File: src/rtl/mbox_cyc_arb.sv
// MBOX cycle arbiter: grants one requester at a time, fixed-priority or round-robin,
// with retry back-off, retry priority and a cycle timeout.
module mbox_cyc_arb #(
   parameter int unsigned NREQ      = 4,
   parameter int unsigned RR_MODE   = 1,
   parameter int unsigned TMO_W     = 8,
   parameter int unsigned RETRY_DLY = 2,
   localparam int unsigned IW       = (NREQ > 1) ? $clog2(NREQ) : 1
) (
   input  logic             clk,
   input  logic             rst_n,
   input  logic [NREQ-1:0]  req,
   input  logic             cycDone,
   input  logic             retry,
   input  logic [TMO_W-1:0] tmoLimit,
   output logic [NREQ-1:0]  grant,
   output logic [IW-1:0]    grantIdx,
   output logic             cycActive,
   output logic             tmoErr
);

   typedef enum logic [1:0] {StIdle, StBusy, StBackoff} state_e;

   state_e           state_q, state_d;
   logic [NREQ-1:0]  grant_q, grant_d;
   logic [IW-1:0]    gidx_q, gidx_d;
   logic [IW-1:0]    rr_ptr_q, rr_ptr_d;
   logic [IW-1:0]    ridx_q, ridx_d;
   logic             rflag_q, rflag_d;
   logic [TMO_W-1:0] tmo_cnt_q, tmo_cnt_d;
   logic [3:0]       bo_cnt_q, bo_cnt_d;
   logic             tmo_err_q, tmo_err_d;

   logic [IW-1:0]    win;
   logic [TMO_W-1:0] tmo_inc;
   logic             tmo_hit;

   // First set request at or after start, wrapping modulo NREQ.
   function automatic logic [IW-1:0] pick(input logic [NREQ-1:0] r, input logic [IW-1:0] start);
      logic [IW-1:0] jj;
      pick = start;
      for (int i = int'(NREQ) - 1; i >= 0; i--) begin
         int j;
         j = int'(start) + i;
         if (j >= int'(NREQ)) j = j - int'(NREQ);
         jj = j[IW-1:0];
         if (r[jj]) pick = jj;
      end
   endfunction

   always_comb begin
      state_d   = state_q;
      grant_d   = grant_q;
      gidx_d    = gidx_q;
      rr_ptr_d  = rr_ptr_q;
      ridx_d    = ridx_q;
      rflag_d   = rflag_q;
      tmo_cnt_d = tmo_cnt_q;
      bo_cnt_d  = bo_cnt_q;
      tmo_err_d = 1'b0;

      win = pick(req, (RR_MODE != 0) ? rr_ptr_q : '0);
      if (rflag_q && req[ridx_q]) win = ridx_q;

      tmo_inc = (tmo_cnt_q == {TMO_W{1'b1}}) ? tmo_cnt_q : tmo_cnt_q + 1'b1;
      tmo_hit = (tmoLimit != '0) && (tmo_inc == tmoLimit);

      case (state_q)
         StIdle: begin
            if (|req) begin
               state_d      = StBusy;
               grant_d      = '0;
               grant_d[win] = 1'b1;
               gidx_d       = win;
               tmo_cnt_d    = '0;
               rflag_d      = 1'b0;
            end
         end
         StBusy: begin
            tmo_cnt_d = tmo_inc;
            // cycDone takes precedence over retry, retry over timeout.
            if (cycDone) begin
               state_d  = StIdle;
               grant_d  = '0;
               gidx_d   = '0;
               rr_ptr_d = (gidx_q == IW'(NREQ - 1)) ? '0 : gidx_q + 1'b1;
            end else if (retry) begin
               state_d  = StBackoff;
               grant_d  = '0;
               gidx_d   = '0;
               ridx_d   = gidx_q;
               bo_cnt_d = 4'(RETRY_DLY);
            end else if (tmo_hit) begin
               state_d   = StIdle;
               grant_d   = '0;
               gidx_d    = '0;
               tmo_err_d = 1'b1;
            end
         end
         StBackoff: begin
            bo_cnt_d = bo_cnt_q - 1'b1;
            if (bo_cnt_q <= 4'd1) begin
               bo_cnt_d = '0;
               state_d  = StIdle;
               rflag_d  = 1'b1;
            end
         end
         default: begin
            state_d = StIdle;
            grant_d = '0;
            gidx_d  = '0;
         end
      endcase
   end

   always_ff @(posedge clk or negedge rst_n) begin
      if (!rst_n) begin
         state_q   <= StIdle;
         grant_q   <= '0;
         gidx_q    <= '0;
         rr_ptr_q  <= '0;
         ridx_q    <= '0;
         rflag_q   <= 1'b0;
         tmo_cnt_q <= '0;
         bo_cnt_q  <= '0;
         tmo_err_q <= 1'b0;
      end else begin
         state_q   <= state_d;
         grant_q   <= grant_d;
         gidx_q    <= gidx_d;
         rr_ptr_q  <= rr_ptr_d;
         ridx_q    <= ridx_d;
         rflag_q   <= rflag_d;
         tmo_cnt_q <= tmo_cnt_d;
         bo_cnt_q  <= bo_cnt_d;
         tmo_err_q <= tmo_err_d;
      end
   end

   assign grant     = grant_q;
   assign grantIdx  = gidx_q;
   assign cycActive = (state_q == StBusy);
   assign tmoErr    = tmo_err_q;

endmodule

File: config.mk
export PLATFORM = sky130hd
export DESIGN_NAME = mbox_cyc_arb
export DESIGN_NICKNAME = d
export VERILOG_FILES = /design/src/rtl/mbox_cyc_arb.sv
export SDC_FILE = /design/constraint.sdc
export NUM_CORES = 1
export LEC_CHECK = 0
export BUFFER_PORTS_ARGS = -buffer_cell sky130_fd_sc_hd__buf_4
export CAP_MARGIN = 20
export CORE_ASPECT_RATIO = 0.9
export CORE_MARGIN = 2
export CORE_UTILIZATION = 61
export CTS_CLUSTER_DIAMETER = 150
export DETAILED_ROUTE_END_ITERATION = 8
export GPL_ROUTABILITY_DRIVEN = 0
export PLACE_DENSITY = 0.85
export SYNTH_ARGS = -nofsm -noshare
export SYNTH_HDL_FRONTEND = slang
export SYNTH_SLANG_ARGS = --single-unit
export TNS_END_PERCENT = 20
File: constraint.sdc
create_clock -name clk -period 3.38 [get_ports clk]
set_clock_uncertainty 0.1 [all_clocks]
set_input_delay 0.338 -clock clk [delete_from_list [all_inputs] [get_ports clk]]
set_output_delay 0.338 -clock clk [all_outputs]
set_load 0.03 [all_outputs]
# ---- After elaboration in Yosys (flattened, before gate mapping)
# Cells that the tools add are included.
dict set report classes {
  addsub 10
  n_lt_le_gt_ge 12
  eq_ne 10
  mux 51
  n_bitwise 2
  reduce_logical 16
}
# op count
set ops {}
lappend ops {{$mux W2} 18}
lappend ops {{$mux W4} 7}
lappend ops {{$lt A2 B3 Y1 const B} 6}
lappend ops {{$mux W8} 2}
lappend ops {{$pmux W8 S2} 1}
lappend ops {{$reduce_and A3 Y1} 5}
lappend ops {{$mux W1} 12}
lappend ops {{$pmux W2 S3} 2}
lappend ops {{$pmux W4 S3} 1}
lappend ops {{$bmux W1 S2} 5}
lappend ops {{$ge A3 B3 Y1 const B} 3}
lappend ops {{$add A8 B1 Y8 const B} 1}
lappend ops {{$eq A8 B8 Y1} 1}
lappend ops {{$eq A8 B8 Y1 const B} 1}
lappend ops {{$ne A2 B2 Y1 const B} 4}
lappend ops {{$pmux W4 S2} 1}
lappend ops {{$reduce_bool A8 Y1} 1}
lappend ops {{$sub A2 B1 Y2 const B} 4}
lappend ops {{$add A2 B2 Y3 const B} 2}
lappend ops {{$reduce_bool A2 Y1} 3}
lappend ops {{$eq A2 B2 Y1 const B} 2}
lappend ops {{$le A4 B1 Y1 const B} 1}
lappend ops {{$ne A4 B3 Y1 const B} 1}
lappend ops {{$reduce_and A2 Y1} 2}
lappend ops {{12 further kinds} 15}
dict set report word_totals {
  regBits 26
  in_bits 16
  output_inout_bits 8
  word_cells 110
}

# ---- Depth between registers and ports, before layout
dict set report logic_depth {
  ltp_word 16
  ltp_mapped 9
  mapped_depth_nobuf 8
}

# ---- Least setup slack after synthesis
# OpenSTA, ideal clock, no wires.
dict set report synth_timing {
  kind {register to register}
  from {register tmo_cnt_q[0]}
  to {register grant_q[1] (netlist: grant[1])}
  setup_time_ns 0.135
  t_arrival_ns 2.094
  required_time_ns 3.145
  setup_slack_ns 1.051
  path_stages_with_launch 9
  path_buffers 0
  synth_period_minus_slack_ns 2.329
  cell_sequence {dfrtp_1 -> ha_1 -> nand3_2 -> or4b_4 -> and3_1 -> a211oi_2 -> a31oi_2 -> o21ai_1 -> o31ai_1}
}
dict set report synth_via {
  elab_chain_len 6
  elab_cells_between_ends 7
  classes_between {1 x add/sub; 3 x eq/ne; 1 x mux; 2 x reduce/logical}
}
# element line_no
set synth_lines {}
lappend synth_lines {{from (decl)} 30} ;# logic [TMO_W-1:0] tmo_cnt_q, tmo_cnt_d;
lappend synth_lines {{from (signal assigned)} 134} ;# tmo_cnt_q <= tmo_cnt_d;
lappend synth_lines {{$add A8 B1 Y8 / $eq A8 B8 Y1 (equally long branches)} 65} ;# tmo_inc = (tmo_cnt_q == {TMO_W{1'b1}}) ? tmo_cnt_q : tmo_cnt_q + 1'b1;
lappend synth_lines {{$mux W8 (*)} 65}
lappend synth_lines {{$eq A8 B8 Y1 (*)} 66} ;# tmo_hit = (tmoLimit != '0) && (tmo_inc == tmoLimit);
lappend synth_lines {{$logic_and A1 B1 Y1 (*)} 66}
lappend synth_lines {{$ne A4 B3 Y1 (no line) (*)} --}
lappend synth_lines {{$reduce_and A3 Y1 (no line) (*)} --}
lappend synth_lines {{to (signal assigned)} 129} ;# grant_q <= grant_d;
lappend synth_lines {{to (decl)} 25} ;# logic [NREQ-1:0] grant_q, grant_d;
# Mark *: on every way between the ends. The rest lies on a longest branch, timed or not.
# A chain may end at the register's enable or synchronous reset.

# ---- Worst setup path in the final report
dict set report layout_timing {
  from {register tmo_cnt_q[0]}
  to {register gidx_q[1] (netlist: grantIdx[1])}
}
dict set report layout_via {
  elab_chain_len 6
  elab_cells_between_ends 7
  classes_between {1 x add/sub; 3 x eq/ne; 1 x mux; 2 x reduce/logical}
}
# element line_no
set layout_lines {}
lappend layout_lines {{$add A8 B1 Y8 / $eq A8 B8 Y1 (equally long branches)} 65}
lappend layout_lines {{$mux W8 (*)} 65}
lappend layout_lines {{$eq A8 B8 Y1 (*)} 66}
lappend layout_lines {{$logic_and A1 B1 Y1 (*)} 66}
lappend layout_lines {{$ne A4 B3 Y1 (no line) (*)} --}
lappend layout_lines {{$reduce_and A3 Y1 (no line) (*)} --}
lappend layout_lines {{to (signal assigned)} 130} ;# gidx_q <= gidx_d;
lappend layout_lines {{to (decl)} 26} ;# logic [IW-1:0] gidx_q, gidx_d;
# Marked as above.

==> key figures <==
Run status
  – Outcome: finished, final reports clean

Place
  – Hpwl dp: 3020 um
  – IO Port Bufs: 23
  – DP Worst Slack: 0.797 ns

Global route
  – Initial antenna violation count: 0
  – All-layer global routing usage: 25.1%
  – Number of global-route vias before repair: 1339
  – Pin count of the biggest net entering global routing: 27
  – First-pass GRT wire length: 6150 um
  – GR Overflow Total: 0

Routing
  – Final wirelength: 3900 um
  – DR WL/cell: 15.5 um
  – # DRC: 0
  – Initial drt markers: 86
  – Routed vias: 1609
  – Routed vias/inst: 6.41
  – Post-route ant nets: 0
  – 1st-pass router iterations: 4

Logic synthesis
  – Seq/Total Area, Yosys: 38.2%
  – Fraction of registers with async set/reset: 100%
  – Synthesized area: 1710 sq um
  – Synth Register Bits: 26
  – Netlist cell types: 46
  – Post-Syn Nets: 220
  – Cell count after synthesis: 200
  – Leading area contributor after synthesis: dfrtp_1
  – Dominant synthesized flop cell: dfrtp_1
  – Area contributors post-synth: dfrtp_1, a21oi_1, nand2_1, o21ai_0, nor2_1
  – Share of the synthesized area in the top cell type: 38.2%
  – Post-Syn Area per Cell: 8.53 sq um
  – EDFF count, synth: 0
  – Warnings from Yosys: 0

Clock tree
  – Clk pin slew, worst setup/hold paths: 0.14 ns
  – TritonCTS clock tree: built
  – CTS buffer count: 3
  – Longest Clk Path Bufs: 2
  – Clock root buffer: clkbuf_4
  – H-tree depth: 1
  – Sink Count: 26
  – Setup Fix Bufs, Post-CTS: 0
  – Clk_lat worst skew: 0.32 ns

Timing
  – Fmax: 0.379 GHz
  – Worst-Margin Slew: 0.827 ns
  – Pins Over Slew Limit: 0
  – RSZ-0062 raised after global routing: no
  – Setup violators final: 0
  – Worst slew margin relative to its limit: 44.4%
  – Final hold viol count: 0
  – Min cycle time layout: 2.64 ns
  – Final period utilization: 78.1%
  – Total Neg Setup Slack: 0 ns
  – Final Worst Setup Slack: 0.741 ns

Cells and area
  – N_diodes: 0
  – Most common cell after layout, fill and taps aside: dfrtp_1
  – Share of layout cells above drive strength 1: 17.2%
  – Most frequent cells in the layout: dfrtp_1, buf_4, nand2_1, nor2_1, a21oi_1
  – Final core utilization: 71.3%
  – Layout Nets: 242
  – Area grow syn2layout: 13.0%

Worst setup path
  – Nature of the critical path endpoint: register
  – Critical path class: register to register
  – Crit-path max FO: 8
  – Worst Path Required: 3.48 ns
  – Startpoint Class: register
  – Arrival @ worst endpoint: 2.74 ns

Die
  – Die Width: 59.7 um
  – Core outline area: 2700 sq um
  – Die height: 54.2 um
  – IO Pins: 24
  – Rows: 18
  – Initial core utilization: 63.1%
  – Die area: 3240 sq um

Job
  – Maxcap violations: 0

Hold path
  – Worst min-delay path class: primary input to register

Power and ir drop
  – Peak supply drop: 345 uV
  – Pleak: 0.870 nW
  – Power per Cell Area: 666 nW/um^2
## synthesized netlist by cell type, drive strengths merged (4+ instances only)
cell and instances:
inv 13, o31ai 6, o22ai 7, nand3 7
buf 5, a21oi 15, dfrtp 26, nor3 5
nand2b 4, nor2b 5, nand2 18, o21ai 19
ha 4, and3 5, a211oi 4, nor2 14
## final timing paths
kind	start	endpoint	depth (start not counted)	slack, ns
worst max-delay path	tmo_cnt_q[0]	grantIdx[1]	8	0.74
worst min-delay path	retry	tmoErr	3	0.24
worst max register to register	tmo_cnt_q[0]	grantIdx[1]	8	0.74
worst min register to register	grant[2]	grant[2]	2	0.42
max in group asynchronous	rst_n	rflag_q	2	2.60
min in group asynchronous	rst_n	tmo_cnt_q[5]	2	0.34
## repair_timing
action / CTS / global route
hold endpoints to repair: 26 / 0
hold buffers: 1 / 0
resized for setup: 0 / 0
## kinds of logic (layout without fill, tap and decap cells)
logic type | after synthesis | count (layout) | share of synthesized area, %
muxes | 5 | 5 | 3.08
and+or+nand+nor | 75 | 75 | 23.4
AOI/OAI and AO/OA | 66 | 66 | 25.5
xor gates and xnor gates | 4 | 4 | 2.05
adders and majority gates | 4 | 4 | 2.93
buffers and inverters | 20 | 41 | 4.92
DFF | 26 | 26 | 38.2
## flip-flops by register name, summed over array words and instances (netlist names)
register,flops
grant,4
rr_ptr_q,2
bo_cnt_q,4
tmoErr,1
tmo_cnt_q,8
rflag_q,1
ridx_q,2
grantIdx,2
state_q,2
## layer usage
layer	up-vias	track usage, %	part of all wire (%)
li1	774	-	-
met1	769	35.1	46
met2	61	42.6	49
met3	5	3.13	5.0
met4	0	3.70	0.41
met5	-	0	0
## power breakdown
group / leakage (nW) / internal (mW) / switching, mW
logic: 0.504 / 0.248 / 0.371
clock network: 0.0210 / 0.0659 / 0.0924
registers: 0.345 / 0.404 / 0.102
## final cells by class
type / instances / area, sq um
inverters: 13 / 48.8
repair buffers: 24 / 183
fillers: 220 / 776
clock buffers: 4 / 36.3
well taps: 30 / 37.5
multi-input cells: 154 / 971
flip-flops and latches: 26 / 651
## critical path: stages, from the launching register on
cell and delay [ns]:
dfrtp_1 0.46, ha_1 0.28, and3_1 0.38, nand2_1 0.19, or3_1 0.36, a211oi_2 0.27
a31oi_2 0.20, o21ai_1 0.18, o31ai_1 0.08
## metrics by stage
stage          total power [mW]  std cells  area (sq um)  hold WS (ns)
6_report                   1.28        251          1930         0.236
5_1_grt                    1.39        251          1930         0.232
4_1_cts                    1.28        251          1930         0.232
3_5_place_dp               1.13        246          1880         0.159
3_3_place_gp               1.08        246          1880         0.151
2_1_floorplan             0.937        200          1710       -0.0576
No activity file was read; power rests on OpenSTA's default activity.
